### config.mk
export PLATFORM = sky130hd
export DESIGN_NAME = dc_input_stage
export DESIGN_NICKNAME = d
export VERILOG_FILES = /design/src/rtl/dc_pkg.sv /design/src/rtl/dc_input_stage.sv
export SDC_FILE = /design/constraint.sdc
export NUM_CORES = 1
export LEC_CHECK = 0
export ABC_CLOCK_PERIOD_IN_PS = 2100
export CAP_MARGIN = 25
export CORE_ASPECT_RATIO = 0.8
export CORE_MARGIN = 2
export CORE_UTILIZATION = 33
export CTS_BUF_LIST = sky130_fd_sc_hd__clkbuf_16
export DETAILED_ROUTE_END_ITERATION = 7
export HOLD_SLACK_MARGIN = 0.12
export PLACE_DENSITY = 0.7
export SETUP_SLACK_MARGIN = 0.1
export SLEW_MARGIN = 20
export SYNTH_ARGS = -nofsm -noshare
export SYNTH_HDL_FRONTEND = slang
export SYNTH_SLANG_ARGS = --single-unit
### constraint.sdc
create_clock -name clock -period 2.1 [get_ports clock]
set_clock_uncertainty 0.05 [all_clocks]
set_input_delay 0.21 -clock clock [delete_from_list [all_inputs] [get_ports clock]]
set_output_delay 0.21 -clock clock [all_outputs]
set_load 0.01 [all_outputs]
### src/rtl/dc_pkg.sv
// Shared types for the dclib decoupled flow-control stages.
// Holds the stage occupancy enum and the default payload width.
package dc_pkg;

    typedef enum logic [1:0] {
        DC_EMPTY = 2'd0,
        DC_ONE   = 2'd1,
        DC_TWO   = 2'd2
    } dc_state_e;

    localparam int DC_DEFAULT_WIDTH = 16;

endpackage

### src/rtl/dc_input_stage.sv
// Decoupled input stage: main + skid buffer, all outputs from flops.
// Ports: clock, reset (sync, high), io_enq_* upstream, io_deq_* downstream.
// Option: DC_INPUT_STAGE_ASSERT_EN compiles in immediate assertions.
module dc_input_stage
    import dc_pkg::*;
#(
    parameter int WIDTH = DC_DEFAULT_WIDTH
) (
    input  logic             clock,
    input  logic             reset,
    input  logic             io_enq_valid,
    output logic             io_enq_ready,
    input  logic [WIDTH-1:0] io_enq_bits,
    output logic             io_deq_valid,
    input  logic             io_deq_ready,
    output logic [WIDTH-1:0] io_deq_bits
);

    dc_state_e        state_q;
    dc_state_e        next_state;
    logic [WIDTH-1:0] main_q;
    logic [WIDTH-1:0] main_d;
    logic [WIDTH-1:0] skid_q;
    logic [WIDTH-1:0] skid_d;
    logic             ready_r;
    logic             enq_fire;
    logic             deq_fire;

    assign io_enq_ready = ready_r;
    assign io_deq_valid = (state_q != DC_EMPTY);
    assign io_deq_bits  = main_q;

    assign enq_fire = io_enq_valid & ready_r;
    assign deq_fire = io_deq_valid & io_deq_ready;

    always_comb begin
        next_state = state_q;
        main_d     = main_q;
        skid_d     = skid_q;
        unique case (state_q)
            DC_EMPTY: begin
                if (enq_fire) begin
                    main_d     = io_enq_bits;
                    next_state = DC_ONE;
                end
            end
            DC_ONE: begin
                if (enq_fire && deq_fire) begin
                    main_d = io_enq_bits;
                end else if (enq_fire) begin
                    skid_d     = io_enq_bits;
                    next_state = DC_TWO;
                end else if (deq_fire) begin
                    next_state = DC_EMPTY;
                end
            end
            DC_TWO: begin
                // ready_r is low here, so only the drain path exists
                if (deq_fire) begin
                    main_d     = skid_q;
                    next_state = DC_ONE;
                end
            end
            default: begin
                next_state = DC_EMPTY;
            end
        endcase
    end

    always_ff @(posedge clock) begin
        if (reset) begin
            state_q <= DC_EMPTY;
            main_q  <= '0;
            skid_q  <= '0;
            ready_r <= 1'b0;
        end else begin
            state_q <= next_state;
            main_q  <= main_d;
            skid_q  <= skid_d;
            // registered from next state so ready never depends on deq_ready
            ready_r <= (next_state != DC_TWO);
        end
    end

`ifdef DC_INPUT_STAGE_ASSERT_EN
    logic             seen_q;
    logic             stall_q;
    logic [WIDTH-1:0] bits_q;

    always_ff @(posedge clock) begin
        if (reset) begin
            seen_q  <= 1'b0;
            stall_q <= 1'b0;
            bits_q  <= '0;
        end else begin
            seen_q  <= 1'b1;
            stall_q <= io_deq_valid & ~io_deq_ready;
            bits_q  <= io_deq_bits;
        end
    end

    always_ff @(posedge clock) begin
        if (!reset) begin
            a_state_enc: assert (state_q inside {DC_EMPTY, DC_ONE, DC_TWO});
            a_deq_valid: assert (io_deq_valid == (state_q != DC_EMPTY));
            // first post-reset cycle still shows the reset value of ready_r
            if (seen_q) begin
                a_enq_ready: assert (io_enq_ready == (state_q != DC_TWO));
            end
            if (stall_q) begin
                a_stable: assert (io_deq_bits == bits_q);
            end
        end
    end
`endif

endmodule
==> results.py <==
metrics = {
    "timing": {
        "max_freq_mhz": 607,
        "hold_viol_final": 0,
        "fin_crit_sh_pct": 78.4,
        "maxSlewViolCount": 0,
        "setup_violations": 0,
        "worst_slack_ns": 0.453,
        "min_period_ns": 1.65,
        "worstMarginPinSlew_ns": 0.365,
        "tns_ns": 0,
        "rsz0062_at_grt": "false",
        "slew_headroom_pct": 75.7,
    },
    "yosys": {
        "ys_types": 23,
        "synth_area_um2": 1500,
        "yosysWarnings": 0,
        "ys_seq_elements": 35,
        "synth-async-reset-ratio_pct": 0,
        "synth-main-ff-cell": "dfxtp_1",
        "ys_seq_area_share_pct": 46.8,
        "synthCells": 142,
        "syn_avg_cell_area_um2": 10.5,
        "synth_edf_count": 0,
        "synth_nets": 162,
    },
    "die": {
        "die_y_um": 64.3,
        "placementRows": 21,
        "core_um2": 4280,
        "dieWidth_um": 79.3,
        "die_area_um2": 5100,
        "start_util_pct": 35.0,
        "pin_count": 38,
    },
    "power_and_ir_drop": {
        "max-vdd-ir-drop_mv": 0.405,
        "internal_power_mw": 1.22,
        "total_power_mw": 1.54,
        "swShare_pct": 20.7,
        "power_leakage_nw": 0.840,
        "clockPowerShare_pct": 42.1,
        "power.switching_mw": 0.320,
        "power_density_nw_per_um2": 742,
        "combPwrFrac_pct": 12.3,
        "seqPwrFrac_pct": 45.6,
    },
    "clock_network": {
        "clk_latency_ns": 0.27,
        "post_cts_resized": 0,
        "clk_path_buf_depth": 2,
        "cts_hold_buf": 0,
        "numCtsBuffers": 5,
        "clk_pin_slew_worst_paths_ns": 0.05,
        "htreeDepth": 2,
        "cts.sinks": 35,
        "post_cts_buffers": 0,
        "cts_root_buf": "clkbuf_16",
        "cts_tree": "built",
    },
    "finish": {
        "drive_above_1_share_pct": 11.0,
        "seq_area_um2": 701,
        "antenna-diode-count": 0,
        "nFillCells": 405,
        "layout_commonest_cell": "clkdlybuf4s50_1",
        "layout_common_cells": "clkdlybuf4s50_1 (37), dfxtp_1 (35), nor2_1 (34)",
        "syn2layout_area_growth_pct": 38.8,
        "final_util_pct": 48.6,
        "multi_input_area_um2": 742,
        "num-nets-final": 203,
    },
    "setup_path": {
        "cp-end-kind": "primary output",
        "cp_cell_sequence": "or2_2, clkdlybuf4s50_1",
        "slowest_stage": "clkdlybuf4s50_1",
        "slowest_delay_ns": 0.47,
        "crit_required_ns": 1.84,
        "cp-start-kind": "flop",
        "critPathTopFamily": "buffers and inverters",
        "cp_max_fo": 6,
        "criticalPathCategory": "flop to primary output",
        "arrival_ns": 1.39,
        "cp_num_buf_inv": 1,
    },
    "detailed_routing": {
        "remaining_drc_errors": 0,
        "wire_per_inst_um": 11.8,
        "ant_nets": 0,
        "vias_per_cell": 4.57,
        "routed_wl_um": 2830,
        "drt_iter0_drc": 40,
        "drt_first_pass_iters": 4,
        "routed-via-count": 1093,
    },
    "placed_design": {
        "dpl.hpwl_um": 1950,
        "pre_cts_ws_ns": 0.279,
        "io_buffers": 37,
        "routabilityCongestion": 0.863,
    },
    "global_routing": {
        "grt_first_pass_wirelength_um": 4730,
        "grt_pass1_vias": 1033,
        "grt_antenna_before_repair": 0,
        "grt_overflow": 0,
        "grt_usage_pct": 12.4,
        "grt_max_degree": 36,
    },
    "hold_path": {
        "hp-class": "flop to flop",
    },
    "run_status": {
        "outcome": "finished clean",
    },
    "flow_run": {
        "drv_cap": 0,
    },
}
## flip-flops by register name (all words and copies together), names as in the netlist
| register | cells |
|---|---|
| state_q | 2 |
| io_enq_ready | 1 |
| skid_q | 16 |
| io_deq_bits | 16 |
## final cells by class
cell class | instances | area share (%)
clock inverters | 1 | 0.181
clock buffers | 5 | 6.02
multi-input cells | 98 | 35.7
repair buffers | 42 | 20.8
flip-flops and latches | 35 | 33.7
inverters | 1 | 0.181
well taps | 57 | 3.43
## kinds of logic after synthesis
family	synth area share, %
mux	33.4
simple gates	13.4
flops	46.8
buf+inv	3.68
compound gates	2.76
## cells in the mapped netlist, drive strengths merged, types with 2 or more instances
cell type / n / area share (%)
mux2i: 32 / 21
dfxtp: 35 / 47
clkbuf: 3 / 0.75
buf: 5 / 2.7
nand3: 2 / 0.67
mux2: 16 / 12
a21oi: 3 / 1.0
nor2: 35 / 9.3
nand2b: 2 / 0.84
## worst reg2reg max path: cells and delay by family, from the launching register on
family,cells,cell delay (ns)
multiplexers,2,0.47
AND/OR/NAND/NOR,2,0.32
flip-flops,1,0.39
buffers and inverters,1,0.19
## layer usage
metal / GRT usage, % / wire (um) / up-vias
met1: 15.3 / 1370 / 507
li1: - / - / 559
met3: 5.79 / 160 / 2
met2: 18.6 / 1280 / 25
met5: 0 / 0 / -
met4: 4.53 / 16 / 0
## power groups by stage
| stage | Combinational [mW] | Sequential [mW] | Clock, mW |
|---|---|---|---|
| after floorplan | 0.0885 | 0.722 | 0 |
| after global placement | 0.191 | 0.717 | 0 |
| after detailed placement | 0.191 | 0.717 | 0 |
| after CTS | 0.192 | 0.704 | 0.671 |
| after global routing | 0.205 | 0.707 | 0.701 |
| final | 0.190 | 0.704 | 0.650 |
## path summary, 6_finish.rpt
path | from | to | slack [ns] | depth (start not counted)
worst max register to register | state_q[0] | io_deq_bits[7] | 0.56 | 5
worst max-delay path | state_q[1] | io_deq_valid | 0.45 | 2
worst min register to register | skid_q[6] | skid_q[6] | 0.43 | 2
worst min-delay path | skid_q[6] | skid_q[6] | 0.43 | 2
## stage by stage
stage / hold WS, ns / std cells / cell area (um2)
floorplan: 0.284 / 142 / 1500
global placement: 0.415 / 233 / 1950
detailed placement: 0.428 / 233 / 1950
CTS: 0.440 / 239 / 2080
global route: 0.464 / 239 / 2080
finish: 0.434 / 239 / 2080
Power figures use the tool's default switching activity.
